--- config.mk ---
export PLATFORM = sky130hd
export DESIGN_NAME = dot_product_core
export DESIGN_NICKNAME = d
export VERILOG_FILES = /design/src/rtl/dot_product_core.sv
export SDC_FILE = /design/constraint.sdc
export NUM_CORES = 1
export LEC_CHECK = 0
export CORE_UTILIZATION = 40
export DETAILED_ROUTE_END_ITERATION = 6
export GPL_TIMING_DRIVEN = 0
export PLACE_DENSITY = 0.71
export SLEW_MARGIN = 10
export SYNTH_ARGS = -nofsm -noshare
export SYNTH_HDL_FRONTEND = slang
export SYNTH_SLANG_ARGS = --single-unit
--- constraint.sdc ---
create_clock -name clk -period 8.8 [get_ports clk]
set_input_delay 0.88 -clock clk [delete_from_list [all_inputs] [get_ports clk]]
set_output_delay 0.88 -clock clk [all_outputs]
set_load 0.01 [all_outputs]
--- src/rtl/dot_product_core.sv ---
// Dot-product compute core: C[c_addr] = sum A[a_base+k*a_stride] * B[b_base+k*b_stride], via req/gnt dmem port.
// Optional macro DOTCORE_SATURATE_EN: saturate the result to the signed DATA_W range instead of wrapping.
module dot_product_core #(
  parameter int unsigned CORE_ID = 0,
  parameter int unsigned DATA_W  = 16,
  parameter int unsigned ADDR_W  = 16,
  parameter int unsigned LEN_W   = 8,
  parameter int unsigned MEM_LAT = 1
) (
  input  logic              clk,
  input  logic              RESET,
  input  logic              START,
  input  logic [ADDR_W-1:0] a_base,
  input  logic [ADDR_W-1:0] b_base,
  input  logic [ADDR_W-1:0] a_stride,
  input  logic [ADDR_W-1:0] b_stride,
  input  logic [ADDR_W-1:0] c_addr,
  input  logic [LEN_W-1:0]  k_len,
  output logic              mem_req,
  input  logic              mem_gnt,
  output logic              read_MD,
  output logic              write_MD,
  output logic [ADDR_W-1:0] ar_out,
  input  logic [DATA_W-1:0] dmem_in,
  output logic [DATA_W-1:0] dmem_out,
  output logic              busy,
  output logic              end_i,
  output logic [15:0]       core_id_out
);

  localparam int unsigned ACC_W = 2 * DATA_W + LEN_W;
  localparam int unsigned CNT_W = 3;
  localparam logic signed [ACC_W-1:0] SAT_MAX = {{(ACC_W-DATA_W+1){1'b0}}, {(DATA_W-1){1'b1}}};
  localparam logic signed [ACC_W-1:0] SAT_MIN = {{(ACC_W-DATA_W+1){1'b1}}, {(DATA_W-1){1'b0}}};

  typedef enum logic [2:0] {
    S_IDLE, S_RD_A, S_WT_A, S_RD_B, S_WT_B, S_MAC, S_WR, S_DONE
  } state_t;

  state_t                   r_state,    w_state_nxt;
  logic [ADDR_W-1:0]        r_a_ptr,    w_a_ptr_nxt;
  logic [ADDR_W-1:0]        r_b_ptr,    w_b_ptr_nxt;
  logic [ADDR_W-1:0]        r_a_stride, w_a_stride_nxt;
  logic [ADDR_W-1:0]        r_b_stride, w_b_stride_nxt;
  logic [ADDR_W-1:0]        r_c_addr,   w_c_addr_nxt;
  logic [LEN_W-1:0]         r_k_len,    w_k_len_nxt;
  logic [LEN_W-1:0]         r_k,        w_k_nxt;
  logic signed [ACC_W-1:0]  r_acc,      w_acc_nxt;
  logic [DATA_W-1:0]        r_opa,      w_opa_nxt;
  logic [DATA_W-1:0]        r_opb,      w_opb_nxt;
  logic [CNT_W-1:0]         r_wcnt,     w_wcnt_nxt;
  logic                     r_mem_req,  w_mem_req_nxt;
  logic                     r_read,     w_read_nxt;
  logic                     r_write,    w_write_nxt;
  logic [ADDR_W-1:0]        r_ar,       w_ar_nxt;
  logic [DATA_W-1:0]        r_dout,     w_dout_nxt;
  logic                     r_busy,     w_busy_nxt;
  logic                     r_end,      w_end_nxt;

  logic signed [2*DATA_W-1:0] w_prod;
  logic signed [ACC_W-1:0]    w_mac_acc;
  logic [LEN_W:0]             w_k_inc;
  logic                       w_last;
  logic                       w_wait_done;
  logic [DATA_W-1:0]          w_result;

  assign w_prod      = $signed(r_opa) * $signed(r_opb);
  assign w_mac_acc   = r_acc + ACC_W'(w_prod);
  assign w_k_inc     = (LEN_W+1)'(r_k) + (LEN_W+1)'(1);
  assign w_last      = (w_k_inc >= (LEN_W+1)'(r_k_len));
  assign w_wait_done = (r_wcnt == CNT_W'(MEM_LAT - 1));

  // Final result from the accumulator value being written in the last MAC cycle
  always_comb begin
`ifdef DOTCORE_SATURATE_EN
    if (w_mac_acc > SAT_MAX)      w_result = SAT_MAX[DATA_W-1:0];
    else if (w_mac_acc < SAT_MIN) w_result = SAT_MIN[DATA_W-1:0];
    else                          w_result = w_mac_acc[DATA_W-1:0];
`else
    w_result = w_mac_acc[DATA_W-1:0];
`endif
  end

  // Next-state and next-output logic
  always_comb begin
    w_state_nxt    = r_state;
    w_a_ptr_nxt    = r_a_ptr;
    w_b_ptr_nxt    = r_b_ptr;
    w_a_stride_nxt = r_a_stride;
    w_b_stride_nxt = r_b_stride;
    w_c_addr_nxt   = r_c_addr;
    w_k_len_nxt    = r_k_len;
    w_k_nxt        = r_k;
    w_acc_nxt      = r_acc;
    w_opa_nxt      = r_opa;
    w_opb_nxt      = r_opb;
    w_wcnt_nxt     = r_wcnt;
    w_ar_nxt       = r_ar;
    w_dout_nxt     = r_dout;
    w_busy_nxt     = r_busy;
    w_end_nxt      = r_end;
    unique case (r_state)
      S_IDLE: begin
        if (START) begin
          w_a_ptr_nxt    = a_base;
          w_b_ptr_nxt    = b_base;
          w_a_stride_nxt = a_stride;
          w_b_stride_nxt = b_stride;
          w_c_addr_nxt   = c_addr;
          w_k_len_nxt    = k_len;
          w_k_nxt        = '0;
          w_acc_nxt      = '0;
          w_busy_nxt     = 1'b1;
          w_end_nxt      = 1'b0;
          if (k_len == '0) begin
            w_state_nxt = S_WR;
            w_ar_nxt    = c_addr;
            w_dout_nxt  = '0;
          end else begin
            w_state_nxt = S_RD_A;
            w_ar_nxt    = a_base;
          end
        end
      end
      S_RD_A: begin
        if (mem_gnt) begin
          w_state_nxt = S_WT_A;
          w_wcnt_nxt  = '0;
        end
      end
      S_WT_A: begin
        if (w_wait_done) begin
          w_opa_nxt   = dmem_in;
          w_state_nxt = S_RD_B;
          w_ar_nxt    = r_b_ptr;
        end else begin
          w_wcnt_nxt  = r_wcnt + CNT_W'(1);
        end
      end
      S_RD_B: begin
        if (mem_gnt) begin
          w_state_nxt = S_WT_B;
          w_wcnt_nxt  = '0;
        end
      end
      S_WT_B: begin
        if (w_wait_done) begin
          w_opb_nxt   = dmem_in;
          w_state_nxt = S_MAC;
        end else begin
          w_wcnt_nxt  = r_wcnt + CNT_W'(1);
        end
      end
      S_MAC: begin
        w_acc_nxt   = w_mac_acc;
        w_a_ptr_nxt = r_a_ptr + r_a_stride;
        w_b_ptr_nxt = r_b_ptr + r_b_stride;
        w_k_nxt     = LEN_W'(w_k_inc);
        if (w_last) begin
          w_state_nxt = S_WR;
          w_ar_nxt    = r_c_addr;
          w_dout_nxt  = w_result;
        end else begin
          w_state_nxt = S_RD_A;
          w_ar_nxt    = r_a_ptr + r_a_stride;
        end
      end
      S_WR: begin
        if (mem_gnt) begin
          w_state_nxt = S_DONE;
          w_busy_nxt  = 1'b0;
          w_end_nxt   = 1'b1;
        end
      end
      S_DONE:  w_state_nxt = S_IDLE;
      default: w_state_nxt = S_IDLE;
    endcase
    // Strobes follow the state being entered so they are registered with it
    w_read_nxt    = (w_state_nxt == S_RD_A) || (w_state_nxt == S_RD_B);
    w_write_nxt   = (w_state_nxt == S_WR);
    w_mem_req_nxt = w_read_nxt || w_write_nxt;
  end

  always_ff @(posedge clk) begin
    if (RESET) begin
      r_state    <= S_IDLE;
      r_a_ptr    <= '0;
      r_b_ptr    <= '0;
      r_a_stride <= '0;
      r_b_stride <= '0;
      r_c_addr   <= '0;
      r_k_len    <= '0;
      r_k        <= '0;
      r_acc      <= '0;
      r_opa      <= '0;
      r_opb      <= '0;
      r_wcnt     <= '0;
      r_mem_req  <= 1'b0;
      r_read     <= 1'b0;
      r_write    <= 1'b0;
      r_ar       <= '0;
      r_dout     <= '0;
      r_busy     <= 1'b0;
      r_end      <= 1'b0;
    end else begin
      r_state    <= w_state_nxt;
      r_a_ptr    <= w_a_ptr_nxt;
      r_b_ptr    <= w_b_ptr_nxt;
      r_a_stride <= w_a_stride_nxt;
      r_b_stride <= w_b_stride_nxt;
      r_c_addr   <= w_c_addr_nxt;
      r_k_len    <= w_k_len_nxt;
      r_k        <= w_k_nxt;
      r_acc      <= w_acc_nxt;
      r_opa      <= w_opa_nxt;
      r_opb      <= w_opb_nxt;
      r_wcnt     <= w_wcnt_nxt;
      r_mem_req  <= w_mem_req_nxt;
      r_read     <= w_read_nxt;
      r_write    <= w_write_nxt;
      r_ar       <= w_ar_nxt;
      r_dout     <= w_dout_nxt;
      r_busy     <= w_busy_nxt;
      r_end      <= w_end_nxt;
    end
  end

  assign mem_req     = r_mem_req;
  assign read_MD     = r_read;
  assign write_MD    = r_write;
  assign ar_out      = r_ar;
  assign dmem_out    = r_dout;
  assign busy        = r_busy;
  assign end_i       = r_end;
  assign core_id_out = 16'(CORE_ID);

endmodule

After elaboration in Yosys (flattened, before gate mapping)
Cells that the tools add are included.
Word-level totals
  register bits after elaboration: 211
  bits of input ports: 108
Operators by class
  add/subtract/negate cells: 5
  $mul: 1
  order comparisons: 1
  equal/unequal tests: 17
  mux-type cells: 35
  reductions and logical operators: 19
Operators by type and width (number)
  two-way mux 16 bit: 9
  case mux 16 bit (2 select lines): 3
  case mux 40 bit (2 select lines): 1
  case mux 16 bit (3 select lines): 1
  adder 40 x 32 -> 40 bit: 1
  two-way mux 40 bit: 1
  adder 16 bit: 2
  multiplier 16 x 16 -> 32 bit: 1
  two-way mux 3 bit: 10
  case mux 3 bit (8 select lines): 1
  case mux 8 bit (2 select lines): 1
  equality test 3 bit, second input constant: 5
  != test 2 bit, second input constant: 6
  adder 8 x 1 -> 9 bit, second input constant: 1
  equality test 3 x 2 -> 1 bit, second input constant: 3
  greater-or-equal comparator 9 x 8 -> 1 bit: 1
  AND reduction 3 bit: 3
  zero test 8 bit: 1
  two-way mux 8 bit: 1
  AND reduction 2 bit: 4
  equality test 3 x 1 -> 1 bit, second input constant: 2
  zero test 3 bit: 2
  case mux 3 bit (2 select lines): 1
  nonzero test 2 bit: 3
  other kinds (8): 14

Depth between registers and ports, before layout
  word-level depth: 7
  mapped depth: 21
  depth with buffers taken out: 20

Least setup slack after synthesis
OpenSTA, ideal clock, no wires.
  path type: reg2reg
  start point: reg r_opa[5]
  end point: reg r_dout[15], in the netlist dmem_out[15]
  library setup time: 70 ps
  arrival: 5241 ps
  data required time: 8730 ps
  slack: 3489 ps
  cell stages (with the launch flop): 21
  path buffers: 1
  period minus slack after synthesis: 5311 ps
  cells stage by stage: dfxtp_1 clkbuf_1 and2_1 fa_1 inv_1 fa_1 fa_1 fa_1 inv_1 fa_1 inv_1 fa_1 inv_1 ha_1 a21o_1 a21oi_1 o21ai_0 o31ai_2 xor2_1 nand3_1 a21oi_1
On the way
  longest elaborated chain between the ends: 4
RTL lines
  from (decl): line 49  | logic [DATA_W-1:0] r_opa, w_opa_nxt;
  from (signal assigned): line 215  | r_opa <= w_opa_nxt;
  multiplier 16 x 16 -> 32 bit: line 67  | assign w_prod = $signed(r_opa) * $signed(r_opb);
  adder 40 x 32 -> 40 bit: line 68  | assign w_mac_acc = r_acc + ACC_W'(w_prod);
  two-way mux 16 bit: line 159  | if (w_last) begin
  case mux 16 bit (2 select lines): line 102  | unique case (r_state)
  to (signal assigned): line 222  | r_dout <= w_dout_nxt;
  to (decl): line 56  | logic [DATA_W-1:0] r_dout, w_dout_nxt;
No other way between the ends. The select of a mux whose other input is x is not followed.
A chain may end at the register's enable or synchronous reset.

Final worst setup path
  start point: reg r_opa[2]
  end point: reg r_dout[15], in the netlist dmem_out[15]
Same word-level chain as after synthesis.

==> metrics.yaml <==
arrival_ns: 6.54
fin_setup_tns_ns: 0
hpwl_um: 34800
htree_levels: 4
syn_inst: 1737
placed_cells: 2351
cp-start-kind: "flip-flop"
setup_viol: 0
crit_path_max_fanout: 10
reg2reg_depth: 17
fin_worst_skew_ns: 0.0277
die_h_um: 190
synthesis.area_sq_mm: 0.0141
syn_area_per_cell_sq_um: 8.11
worstHoldPathCells: 2
post-route-period-util: 0.702
cts.path.max_buffers: 2
die_w_um: 190
root_buffer: "clkbuf_16"
avgViaCountPerCell: 5.34
grt_pass1_wl_um: 69000
synth.distinct_cells: 79
p_per_area_mw_per_mm2: 210
endpoint_kind: "flip-flop"
relSlewSlack: 0.425
cts_tree: "done"
post-route-min-period_ns: 6.18
min_from: "r_c_addr[0]$_SDFFE_PP0P_"
finalNonFillerCells: 2383
path_clk_slew_ns: 0.07
p_leak_nw: 7.27
maxSlewViolCount: 0
ctsResizeCount: 0
most-common-layout-cells: "nand2_1, inv_1, dfxtp_1"
cp_cell_sequence: "clkbuf_1 -> and2_1 -> fa_1 -> fa_1 -> ha_1 -> fa_1 -> inv_1 -> fa_1 -> fa_1 -> inv_1 -> ha_1 -> o41ai_1 -> o21ai_0 -> o31ai_2 -> xor2_1 -> nand3_1 -> a21oi_1"
rsz0062_at_grt: "false"
areaGrowthSynthToFinish_pct: 19.1
critPathRequiredTime_ns: 9.16
start_util: 0.407
grt-ovfl-total: 0
fillers: 3361
layout.area.seq_sq_mm: 0.00374
grt_use_met3: 0.0347
cpMostUsedCell: "fa_1"
core_area_sq_mm: 0.0346
drcViolationCount: 0
peakVddDrop_uv: 157
final_hold_viol_count: 0
yosysSeqAreaShare: 0.266
antennaDiodeCount: 0
antenna_found_initial: 0
synth-async-reset-ratio: 0
pin_count: 161
synth_seq_cells: 187
clock_latency_ns: 0.46
p_total_mw: 3.52
wire_per_inst_um: 18.5
routed_wl_um: 44000
r2r-start: "r_opa[2]$_SDFFE_PP0P_"
numCtsBuffers: 17
cts_setup_buffers: 0
first_iter_violations: 1116
worst_pin_slew_ns: 0.859
post_route_cells_drive_above_1_share: 0.0430
synth_area_leader_cell: "dfxtp_1"
clkSinkCount: 187
final_common_cell: "nand2_1"
top_usage_layer: "met2"
vias: 12700
met1_usage: 0.306
synthFlopType: "dfxtp_1"
hold-worst-slack_ns: 0.453
yosysWarnings: 0
slowest_delay_ns: 0.56
cp_slowest_cell: "fa_1"
critical_path_class: "reg2reg"
layout.nets: 2225
dieArea_sq_mm: 0.0360
ys_top_cells_by_area: "dfxtp_1, fa_1, ha_1"
cap_violations: 0
synth_edf_count: 0
grt_usage: 0.248
rows: 68
synthDominantCellAreaShare: 0.266
multi_input_area_sq_mm: 0.00911
min_path_type: "reg2reg"
critPathLaunch: "r_opa[2]$_SDFFE_PP0P_"
io_buffer_count: 144
gp_congestion: 0.922
clock.fmax_mhz: 162
detail-route-antenna-nets: 0
grt_max_degree: 20
status: "finished, final reports clean"
ctsHoldBuffers: 0
use_met2: 0.427
grt_pass1_vias: 12700
dr.pass1.iters: 5
==> Yosys cell counts (18+ instances only) <==
cell type,count
clkbuf_1,67
xor2_1,18
nor3_1,23
o21ai_0,35
buf_4,20
ha_1,107
dfxtp_1,187
a21o_1,18
mux2i_1,21
nand2_1,287
nand3_1,20
fa_1,95
a22oi_1,38
inv_1,204
xnor2_1,49
a21oi_1,180
and2_1,89
nor2_1,94
==> kinds of logic (layout without fill, tap and decap cells) <==
logic type | after synthesis | after routing | synth area share
AO/OA/AOI/OAI | 370 | 370 | 0.164
XOR/XNOR | 70 | 70 | 0.0460
adder cells (fa/ha/maj) | 202 | 202 | 0.230
buffers and inverters | 314 | 490 | 0.0921
flip-flops | 187 | 187 | 0.266
multiplexers | 30 | 30 | 0.0221
other | 1 | 16 | 0.000266
AND/OR/NAND/NOR | 563 | 563 | 0.180
==> through the flow <==
step	util	cell area (sq um)	setup WS, ns
2_1_floorplan	-	14200	3.49
4_1_cts	0.485	16800	2.62
6_report	0.485	16800	2.62
3_5_place_dp	0.467	16200	2.71
5_1_grt	0.485	16800	2.31
3_3_place_gp	0.467	16200	2.78
==> worst max-delay path, delay by kind of cell, from the launching register on <==
family | cells | cell delay, ns
buffers and inverters | 3 | 0.58
AOI/OAI and AO/OA | 4 | 1.32
adders and majority gates | 7 | 3.03
DFF | 1 | 0.52
and+or+nand+nor | 2 | 0.35
xor gates and xnor gates | 1 | 0.29
==> final cells by class <==
class,count,share of cell area
flip-flops and latches,187,0.223
inverters,204,0.0456
clock inverters,15,0.0122
multi-input cells,1251,0.542
well taps,455,0.0339
clock buffers,17,0.0253
repair buffers,144,0.0858
plain buffers,110,0.0317
==> report_power, final <==
part	leakage (nW)	switching, mW	internal [mW]	total, mW
clock	0.308	0.398	0.437	0.836
sequential	1.52	0.168	1.02	1.19
combinational	5.44	0.932	0.562	1.49
==> metal layers <==
layer / share of wire / wire length [um] / vias up
met2: 0.48 / 21100 / 509
met4: 0.047 / 2070 / 0
met3: 0.060 / 2620 / 118
met5: 0 / 0 / -
li1: - / - / 6029
met1: 0.41 / 18100 / 6081
==> worst paths after layout <==
check | slack (ns) | to
min reg2reg | 0.45 | r_c_addr[0]$_SDFFE_PP0P_
min | 0.45 | r_c_addr[0]$_SDFFE_PP0P_
max | 2.62 | dmem_out[15]$_SDFFE_PP0P_
max reg2reg | 2.62 | dmem_out[15]$_SDFFE_PP0P_
Note: power is estimated with default switching activity, not from simulation.
